[src/rtl/clic_gateway.sv]
// Per-source interrupt gateway: synchronizes raw lines, applies polarity, latches
// edges or passes levels, and drives the registered pending vector to the arbiter.
module clic_gateway #(
    parameter int N_SOURCE    = 256,
    parameter int SYNC_STAGES = 2
) (
    input  logic                clk_i,
    input  logic                rst_ni,
    input  logic [N_SOURCE-1:0] intr_src_i,
    input  logic [N_SOURCE-1:0] le_i,
    input  logic [N_SOURCE-1:0] pol_i,
    input  logic [N_SOURCE-1:0] claim_i,
    input  logic [N_SOURCE-1:0] ip_we_i,
    input  logic [N_SOURCE-1:0] ip_wdata_i,
    output logic [N_SOURCE-1:0] ip_o
);

    logic [N_SOURCE-1:0] s_raw;
    logic [N_SOURCE-1:0] prev_q;
    logic [N_SOURCE-1:0] edge_det;
    logic [N_SOURCE-1:0] lvl;
    logic [N_SOURCE-1:0] ip_edge_d;
    logic [N_SOURCE-1:0] ip_d;
    logic [N_SOURCE-1:0] ip_q;

    if (SYNC_STAGES == 0) begin : g_bypass
        assign s_raw = intr_src_i;
    end else begin : g_sync
        logic [N_SOURCE-1:0] sync_q [SYNC_STAGES];

        always_ff @(posedge clk_i or negedge rst_ni) begin
            if (!rst_ni) begin
                for (int i = 0; i < SYNC_STAGES; i++) begin
                    sync_q[i] <= '0;
                end
            end else begin
                sync_q[0] <= intr_src_i;
                for (int i = 1; i < SYNC_STAGES; i++) begin
                    sync_q[i] <= sync_q[i-1];
                end
            end
        end

        assign s_raw = sync_q[SYNC_STAGES-1];
    end

    // prev_q is polarity-independent, so a pol change alone never creates an edge
    always_ff @(posedge clk_i or negedge rst_ni) begin
        if (!rst_ni) begin
            prev_q <= '0;
        end else begin
            prev_q <= s_raw;
        end
    end

    always_comb begin
        edge_det = (~pol_i & s_raw & ~prev_q) | (pol_i & ~s_raw & prev_q);
        lvl      = s_raw ^ pol_i;
        // edge beats software write, which beats claim
        ip_edge_d = edge_det
                  | (~edge_det & ip_we_i & ip_wdata_i)
                  | (~edge_det & ~ip_we_i & ~claim_i & ip_q);
        ip_d      = (le_i & ip_edge_d) | (~le_i & lvl);
    end

    always_ff @(posedge clk_i or negedge rst_ni) begin
        if (!rst_ni) begin
            ip_q <= '0;
        end else begin
            ip_q <= ip_d;
        end
    end

    assign ip_o = ip_q;

endmodule

[config.mk]
export PLATFORM = sky130hd
export DESIGN_NAME = clic_gateway
export DESIGN_NICKNAME = d
export VERILOG_FILES = /design/src/rtl/clic_gateway.sv
export SDC_FILE = /design/constraint.sdc
export NUM_CORES = 1
export LEC_CHECK = 0
export ABC_AREA = 1
export ABC_CLOCK_PERIOD_IN_PS = 1150
export CORE_AREA = 2 2 699 701
export CTS_CLUSTER_SIZE = 12
export DETAILED_ROUTE_END_ITERATION = 6
export DIE_AREA = 0 0 701 703
export MAX_ROUTING_LAYER = met4
export PLACE_DENSITY_LB_ADDON = 0.3
export SLEW_MARGIN = 20
export SYNTH_ARGS = -nofsm -noshare
export SYNTH_HDL_FRONTEND = slang
export SYNTH_SLANG_ARGS = --single-unit
[constraint.sdc]
create_clock -name clk_i -period 1.15 [get_ports clk_i]
set_clock_uncertainty 0.05 [all_clocks]
set_input_delay 0.23 -clock clk_i [delete_from_list [all_inputs] [get_ports clk_i]]
set_output_delay 0.23 -clock clk_i [all_outputs]
set_load 0.02 [all_outputs]
After elaboration in Yosys (flattened, before gate mapping)
Cells that the tools add are included.

$add $sub $neg: 0. Multiply operators: 0. Divide/modulo/power cells: 0. Order comparisons: 0. Eq/ne operators: 0. Shifts and indexed selects: 0. Mux-type cells: 0. Bitwise logic cells: 23. Reduce and logical (&&, ||, !) cells: 0.

Operators with widths (count): 256-bit AND (11); 256-bit inverter (7); 256-bit bitwise OR (4); 256-bit bitwise XOR (1).

Flip-flop bits (word level): 1024. Latch bits: 0. RAM bits: 0. Memory bits (read-only): 0. Input port bits: 1538. Output and inout bits: 256. Memories: 0.

Depth between registers and ports, before layout
Gate-level depths: netlist (run 1).

Depth in word-level cells: 11. Gate-level depth with buffers: 6. Depth with buffers taken out: 6.

Worst setup path before layout (run 1)
OpenSTA, ideal clock, no wires.

Path kind: reg2reg. Start: register g_sync.sync_q, in the netlist s_raw[102]. End: register ip_q[102], in the netlist ip_o[102]. Data arrival time: 0.778 ns. Data required time: 0.983 ns. Path slack: 0.206 ns. Stages on the path, launching flop included: 7. Buffers on the path: 0. Path through: dfrtp_1 inv_1 ha_1 nand2_1 nand3_1 nor2_1 nor2_1.

Longest elaborated chain between the ends: 11. Elaborated cells on any way between the ends: 18. Classes of those cells: bitwise (18).

RTL lines: start, declared (RTL line 29) `logic [N_SOURCE-1:0] sync_q [SYNC_STAGES];`; start signal, assigned by index (RTL line 39) `sync_q[i] <= sync_q[i-1];`; 256-bit inverter (RTL line 57) `edge_det = (~pol_i & s_raw & ~prev_q) | (pol_i & ~s_raw & prev_q);`; 256-bit AND (2 in series) (RTL line 57); 256-bit bitwise OR (RTL line 57); 256-bit inverter (RTL line 61, 62); 256-bit AND, on equally long branches (2 in series) (RTL line 61, 62); 256-bit bitwise OR or 256-bit AND (tied branches) (RTL line 61, 62); 256-bit bitwise OR (RTL line 62) `| (~edge_det & ~ip_we_i & ~claim_i & ip_q);`; 256-bit AND (RTL line 63) `ip_d = (le_i & ip_edge_d) | (~le_i & lvl);`; 256-bit bitwise OR (*) (RTL line 63); net ip_d[102] (RTL line 23) `logic [N_SOURCE-1:0] ip_d;`; end signal, assigned (RTL line 70) `ip_q <= ip_d;`; end, declared (RTL line 24) `logic [N_SOURCE-1:0] ip_q;`.

Mark *: on every way through the listed nets, which the timed path passes. The rest lies on a longest branch.

Worst setup path in the final report (run 1)
Start: register ip_q[93], in the netlist ip_o[93]. End: output port ip_o[93].

RTL lines: end, declared (RTL line 15) `output logic [N_SOURCE-1:0] ip_o`.

No word-level cell between the ends.

==> results of run 1 <==
==> layer usage <==
layer	vias up	GRT usage [%]
li1	21480	-
met4	0	4.912
met3	719	7.019
met2	1942	22.74
met5	-	-
met1	21095	16.02
==> kinds of logic after synthesis <==
kind of cell | synth area share (%)
flops | 55.94
simple gates | 19.55
fa+ha+maj | 13.99
buf+inv | 8.392
compound gates | 2.131
==> synth_stat cells <==
cell type and instances:
dfrtp_1 1024, nand3_1 61, inv_1 1024, a21oi_1 195
nor2_1 829, ha_1 512, nand2_1 1475
==> layout by cell type (no fill, tap or decap), drive strengths merged <==
cell / netlist / final
diode: 0 / 217
clkdlybuf4s50: 0 / 1536
dlymetal6s4s: 0 / 19
nand2: 1475 / 1475
clkinv: 0 / 17
nor2: 829 / 829
clkinvlp: 0 / 1
bufinv: 0 / 8
clkbuf: 0 / 206
dlygate4sd3: 0 / 789
dfrtp: 1024 / 1024
a21oi: 195 / 195
ha: 512 / 512
buf: 0 / 554
inv: 1024 / 1034
nand3: 61 / 61
==> power breakdown <==
part | internal (mW) | total, mW | leakage, nW | switching (mW)
clock | 26.7 | 45.4 | 2.26 | 18.8
sequential | 38.5 | 40.4 | 11.8 | 1.92
combinational | 12.2 | 22.6 | 28.1 | 10.4
total | 77.5 | 109 | 42.2 | 31.0
==> worst max-delay path, cell delays in order, from the launching register on <==
cell and delay, ps:
dfrtp_1 390, buf_12 140, buf_12 150
==> worst max-delay path by stage <==
stage,endpoint,startpoint,cells after the start,slack (ps)
after floorplan,ip_o[102],s_raw[102],6,210
after global placement,ip_o[193],pol_i[193],6,-1420
after detailed placement,ip_o[193],pol_i[193],7,-880
after CTS,ip_o[39],ip_o[39],2,-830
after global routing,ip_o[230],ip_o[230],2,-790
final,ip_o[93],ip_o[93],2,-690
==> sequential cells by signal, summed over array words and instances, names as in the netlist <==
signal         cells
g_sync.sync_q    256
ip_o             256
prev_q           256
s_raw            256
==> stage by stage <==
| step | total power, mW | cell area, um^2 | utilization, % |
|---|---|---|---|
| 2_1_floorplan | 45.45 | 45800 | - |
| 3_3_place_gp | 60.28 | 75240 | 15.52 |
| 3_5_place_dp | 60.27 | 75260 | 15.52 |
| 4_1_cts | 111.1 | 88650 | 18.28 |
| 5_1_grt | 114.0 | 89710 | 18.50 |
| 6_report | 108.5 | 89760 | 18.51 |
==> area by class of cell <==
type	instances	area (um^2)	share of cell area, %
diodes	217	543.0	0.6049
repair buffers	2899	30100	33.53
clock buffers	205	4114	4.583
clock inverters	36	473.0	0.5269
inverters	1024	3869	4.310
well taps	6450	8070	8.991
multi-input cells	3072	16920	18.85
flip-flops and latches	1024	25670	28.60
==> what timing repair did <==
item	CTS	global route
pin swaps	41	84
hold buffers	808	0
setup buffers	16	24
hold endpoints to repair	1526	0
cloned	0	1
setup endpoints to repair	267	392
gates resized for setup	925	131
==> summary.md, run 1 <==
| Metric | Value |
|---|---|
| Filler instances | `about 54k` |
| Hold path startpoint | `le_i[0]` |
| Hold endpoint | `ip_o[0]` |
| Status | `finished, violations left` |
| Post-route insts no fill | `between 10k and 15k` |
| Root buf cell | `clkbuf_16` |
| Die Width | `701 um` |
| Remaining DRCs | `0` |
| Flop2flop setup slack | `-140 ps` |
| Setup crit end kind | `output port` |
| Top post-synthesis cells by area | `dfrtp_1, ha_1, nand2_1` |
| WL met1 | `approximately 140,000 um` |
| Post-Place Setup Slack | `-878.1 ps` |
| Starting Density | `9.445%` |
| Reg2reg end | `ip_o[230]` |
| Sequential-to-total area share from yosys stat | `55.94%` |
| Drt first pass iters | `6` |
| Vias/cell | `3.030` |
| Starting DRT DRC Count | `2,471` |
| CP max FO | `2` |
| Fin crit share | `160.3%` |
| Startpoint types | `flip-flop` |
| P&R area growth vs syn | `95.97%` |
| Die height | `approximately 700 um` |
| Met3 WL | `41,060 um` |
| Clock slew seen by the registers of the worst setup and hold paths | `50 ps` |
| Data required, critical path | `870 ps` |
| Core Box Area | `0.4849 mm^2` |
| Worst Reg2Reg Path Length in Cells | `5` |
| Share of layout cells above drive strength 1 | `11.30%` |
| Lkg Pwr | `42.20 nW` |
| Met2 Wirelength | `around 160,000 um` |
| Remaining antenna violation count | `0` |
| Max Used Layer | `met4` |
| Slew HR | `65.65%` |
| Post-Syn Area | `roughly 0.046 mm^2` |
| Fmax | `542.4 MHz` |
| Final slew viol count | `0` |
| Clk buf depth | `4` |
| Mapped Cells | `5,120` |
| Arrival time worst endpoint | `between 1500 and 2000 ps` |
| Hold Path Depth | `3` |
| First-pass GRT wire length | `451,700 um` |
| H-tree depth | `4` |
| Failing checks | `setup timing` |
| HP Class | `primary input to flip-flop` |
| CTS tree | `built` |
| Final #Nets | `a little over 10k` |
| Share of the synthesized area in the top cell type | `55.94%` |
| Initial antenna violation count | `464` |
| Leading area contributor after synthesis | `dfrtp_1` |
| Avg Cell Area, Syn | `8.946 um^2` |
| Io pins | `1,794` |
| WL per Instance | `24.07 um` |
| RD Place Congestion | `0.9554` |
| Final Hold Viols | `0` |
| Syn_nets | `about 7.2k` |
| Slew at the pin closest to its max-slew limit | `513.4 ps` |
| Fin Setup TNS | `-130,180 ps` |
| Worst vdd ir | `0.8456 mV` |
| PortBufs | `1,793` |
| Routed Wire Length | `359,300 um` |
| Post-layout min period | `1844 ps` |
| Placed wire-length estimate | `321,700 um` |
| Placed Cells | `13.63k` |
| Yosys cell types | `7` |
| Largest net degree at the start of global routing | `78` |
| PD cells | `about 1200 mW/mm^2` |
| Sink Count | `1,024` |
| Final hold slack | `82.74 ps` |
| Routed vias | `45.24k` |
| Unrepaired setup endpoints after global routing | `true` |
| Inserted Clock Buffers | `around 140` |
| Row count | `256` |
| Yosys warning count | `0` |
| Tot GR Track Use | `between 10% and 20%` |
| Max-cap violation count | `0` |
| Vias in the first global route | `45.51k` |
| R2R Path Start | `s_raw[230]` |
| Die ar. | `a little under 0.5 mm^2` |
| Yosys reg bits | `1,024` |
| Total gr overflow | `0` |
| Type of the worst setup path | `flip-flop to output port` |
| Clk_lat worst skew | `between 800 and 900 ps` |
| Setup ws final | `-693.8 ps` |
| # setup viols final | `270` |
Note: power is estimated with default switching activity, not from simulation.
==> run 2: changes to the inputs <==
--- a/config.mk
+++ b/config.mk
@@ -7,10 +7,10 @@
 export LEC_CHECK = 0
 export ABC_AREA = 1
 export ABC_CLOCK_PERIOD_IN_PS = 1150
-export CORE_AREA = 2 2 699 701
+export CORE_AREA = 2 2 689 691
 export CTS_CLUSTER_SIZE = 12
 export DETAILED_ROUTE_END_ITERATION = 6
-export DIE_AREA = 0 0 701 703
+export DIE_AREA = 0 0 691 693
 export MAX_ROUTING_LAYER = met4
 export PLACE_DENSITY_LB_ADDON = 0.3
 export SLEW_MARGIN = 20
==> summary.md, run 2 (synthesis results as in run 1) <==
| Metric | Value |
|---|---|
| Setup ws final | `-667.5 ps (was -693.8 ps)` |
| Hold Path Depth | `3 (unchanged)` |
| Slowest CP cell | `dfrtp_1 (unchanged)` |
| PD cells | `1225 mW/mm^2 (was 1209 mW/mm^2)` |
| Post-route insts no fill | `14.75k (was 14.93k)` |
| Core Box Area | `0.4723 mm^2 (was 0.4849 mm^2)` |
| Status | `finished, violations left (unchanged)` |
| Sw Ratio | `28.68% (was 28.61%)` |
| Inserted Clock Buffers | `149 (was 144)` |
| Worst vdd ir | `0.8917 mV (was 0.8456 mV)` |
| Placed wire-length estimate | `319,800 um (was 321,700 um)` |
| P&R area growth vs syn | `95.65% (was 95.97%)` |
| Die Width | `691 um (was 701 um)` |
| Fin crit share | `158.0% (was 160.3%)` |
| Remaining DRCs | `0 (unchanged)` |
| Worst Reg2Reg Path Length in Cells | `5 (unchanged)` |
| Total gr overflow | `0 (unchanged)` |
| Slew at the pin closest to its max-slew limit | `608.7 ps (was 513.4 ps)` |
| Root buf cell | `clkbuf_16 (unchanged)` |
| HP Class | `primary input to flip-flop (unchanged)` |
| Reg power frac | `36.8% (was 37.3%)` |
| Max-cap violation count | `0 (unchanged)` |
| Clk buf depth | `4 (unchanged)` |
| Final #Nets | `10.23k (was 10.22k)` |
| Int Pwr | `78.31 mW (was 77.47 mW)` |
| Data required, critical path | `870 ps (about the same)` |
| CP max FO | `2 (unchanged)` |
| Die ar. | `0.4789 mm^2 (was 0.4928 mm^2)` |
| Combinational share of power | `20.3% (was 20.8%)` |
| Setup crit end kind | `output port (unchanged)` |
| Initial antenna violation count | `448 (was 464)` |
| Clk_lat worst skew | `860 ps (was 830 ps)` |
| Die height | `693 um (was 703 um)` |
| Starting DRT DRC Count | `2,630 (was 2,471)` |
| Row count | `253 (was 256)` |
| WP depth | `2 (unchanged)` |
| RD Place Congestion | `1.010 (was 0.9554)` |
| Placed Cells | `13.37k (was 13.63k)` |
| Fmax | `550.2 MHz (was 542.4 MHz)` |
| H-tree depth | `4 (unchanged)` |
| Vias in the first global route | `45.62k (was 45.51k)` |
| Starting Density | `9.698% (was 9.445%)` |
| Vias/cell | `3.100 (was 3.030)` |
| Total power | `109.8 mW (was 108.5 mW)` |
| Final Hold Viols | `0 (unchanged)` |
| Unrepaired setup endpoints after global routing | `true (unchanged)` |
| Largest net degree at the start of global routing | `56 (was 78)` |
| Share of layout cells above drive strength 1 | `10.98% (was 11.30%)` |
| Io pins | `1,794 (unchanged)` |
| Clock slew seen by the registers of the worst setup and hold paths | `60 ps (was 50 ps)` |
| Most frequent cells in the layout | `clkdlybuf4s50_1, nand2_1, inv_1, dfrtp_1, dlygate4sd3_1 (was clkdlybuf4s50_1, nand2_1, inv_1, dfrtp_1, nor2_1)` |
| Worst path cell trace | `buf_12 > buf_12 (unchanged)` |
| NetSw | `31.50 mW (was 31.04 mW)` |
| Slew HR | `59.27% (was 65.65%)` |
| Type of the worst setup path | `flip-flop to output port (unchanged)` |
| Failing checks | `setup timing (unchanged)` |
| Routed Wire Length | `357,700 um (was 359,300 um)` |
| Clk pwr share | `42.9% (was 41.9%)` |
| Drt first pass iters | `5 (was 6)` |
| Startpoint types | `flip-flop (unchanged)` |
| PortBufs | `1,793 (unchanged)` |
| Routed vias | `45.71k (was 45.24k)` |
| # setup viols final | `270 (unchanged)` |
| Commonest non-fill, non-tap cell in the layout | `clkdlybuf4s50_1 (unchanged)` |
| CP peak stage delay | `400 ps (was 390 ps)` |
| Lkg Pwr | `42.21 nW (was 42.20 nW)` |
| WL per Instance | `24.25 um (was 24.07 um)` |
| Sink Count | `1,024 (unchanged)` |
| Tot GR Track Use | `14.94% (was 14.49%)` |
| Sum of buffers and inverters on the critical path | `2 (unchanged)` |
| Final slew viol count | `0 (unchanged)` |
| Remaining antenna violation count | `0 (unchanged)` |
| CTS tree | `built (unchanged)` |
| First-pass GRT wire length | `456,400 um (was 451,700 um)` |
| Most used cell, CP | `buf_12 (unchanged)` |
| Crit path max-delay family | `flip-flops (unchanged)` |
| Post-layout min period | `1818 ps (was 1844 ps)` |
| Arrival time worst endpoint | `1540 ps (was 1560 ps)` |
-- run 2: what timing repair did --
| action | in CTS | in global routing |
|---|---|---|
| setup endpoints to repair | 266 | 319 |
| pin swaps | 17 | 70 |
| hold buffers | 860 | 0 |
| buffers inserted | 23 | 29 |
| endpoints found under the hold margin | 1523 | 0 |
| gates resized for setup | 925 | 120 |
-- run 2: layout make-up --
class	instances	area, um^2
timing repair buffer	2912	30080
inverter	1024	3844
clock inverter	60	621.8
sequential	1024	25670
fill	52402	382700
multi-input combinational	3072	16840
tap	6247	7816
clock buffer	204	4228
antenna	203	508.0
-- run 2: tightest hold or removal path: stages --
cell             delay [ps]
clkdlybuf4s50_1         500
nor2_1                  140
a21oi_1                  50
-- run 2: per-layer routing --
layer	global-route usage, %	vias up	wire length, um
met5	-	-	0
met4	4.362	0	13670
met3	6.142	720	36040
met2	24.23	1943	165300
met1	16.81	21507	142600
li1	-	21536	-
-- run 2: power by group through the flow --
stage,combinational [mW],clock (mW),sequential [mW]
after detailed placement,18.7,0,40.9
after CTS,22.5,49.3,40.5
after global routing,24.1,50.5,40.7
after global placement,18.8,0,40.9
after floorplan,3.95,0,41.5
final,22.2,47.1,40.4
-- run 2: per-stage QoR --
stage               hold WS (ps)  TNS, ps  instance area [um^2]  util [%]  setup WS (ps)
finish                     91.57  -129730                 89610     18.97         -667.5
global route               34.91  -155630                 89550     18.96         -758.3
CTS                       0.2413  -164100                 88530     18.75         -803.6
detailed placement         184.9   -85240                 74380     15.75         -721.4
global placement           184.4   -85080                 74380     15.75         -720.7
floorplan                 -115.6        0                 45800         -          205.7
-- run 2: final timing paths --
check / startpoint / to / slack (ps)
max: ip_o[27] / ip_o[27] / -670
min: le_i[180] / ip_o[180] / 90
max reg2reg: s_raw[93] / ip_o[93] / -80
min reg2reg: g_sync.sync_q[429] / s_raw[173] / 270
max in group asynchronous: rst_ni / g_sync.sync_q[363] / 120
min in group asynchronous: rst_ni / prev_q[102] / 160
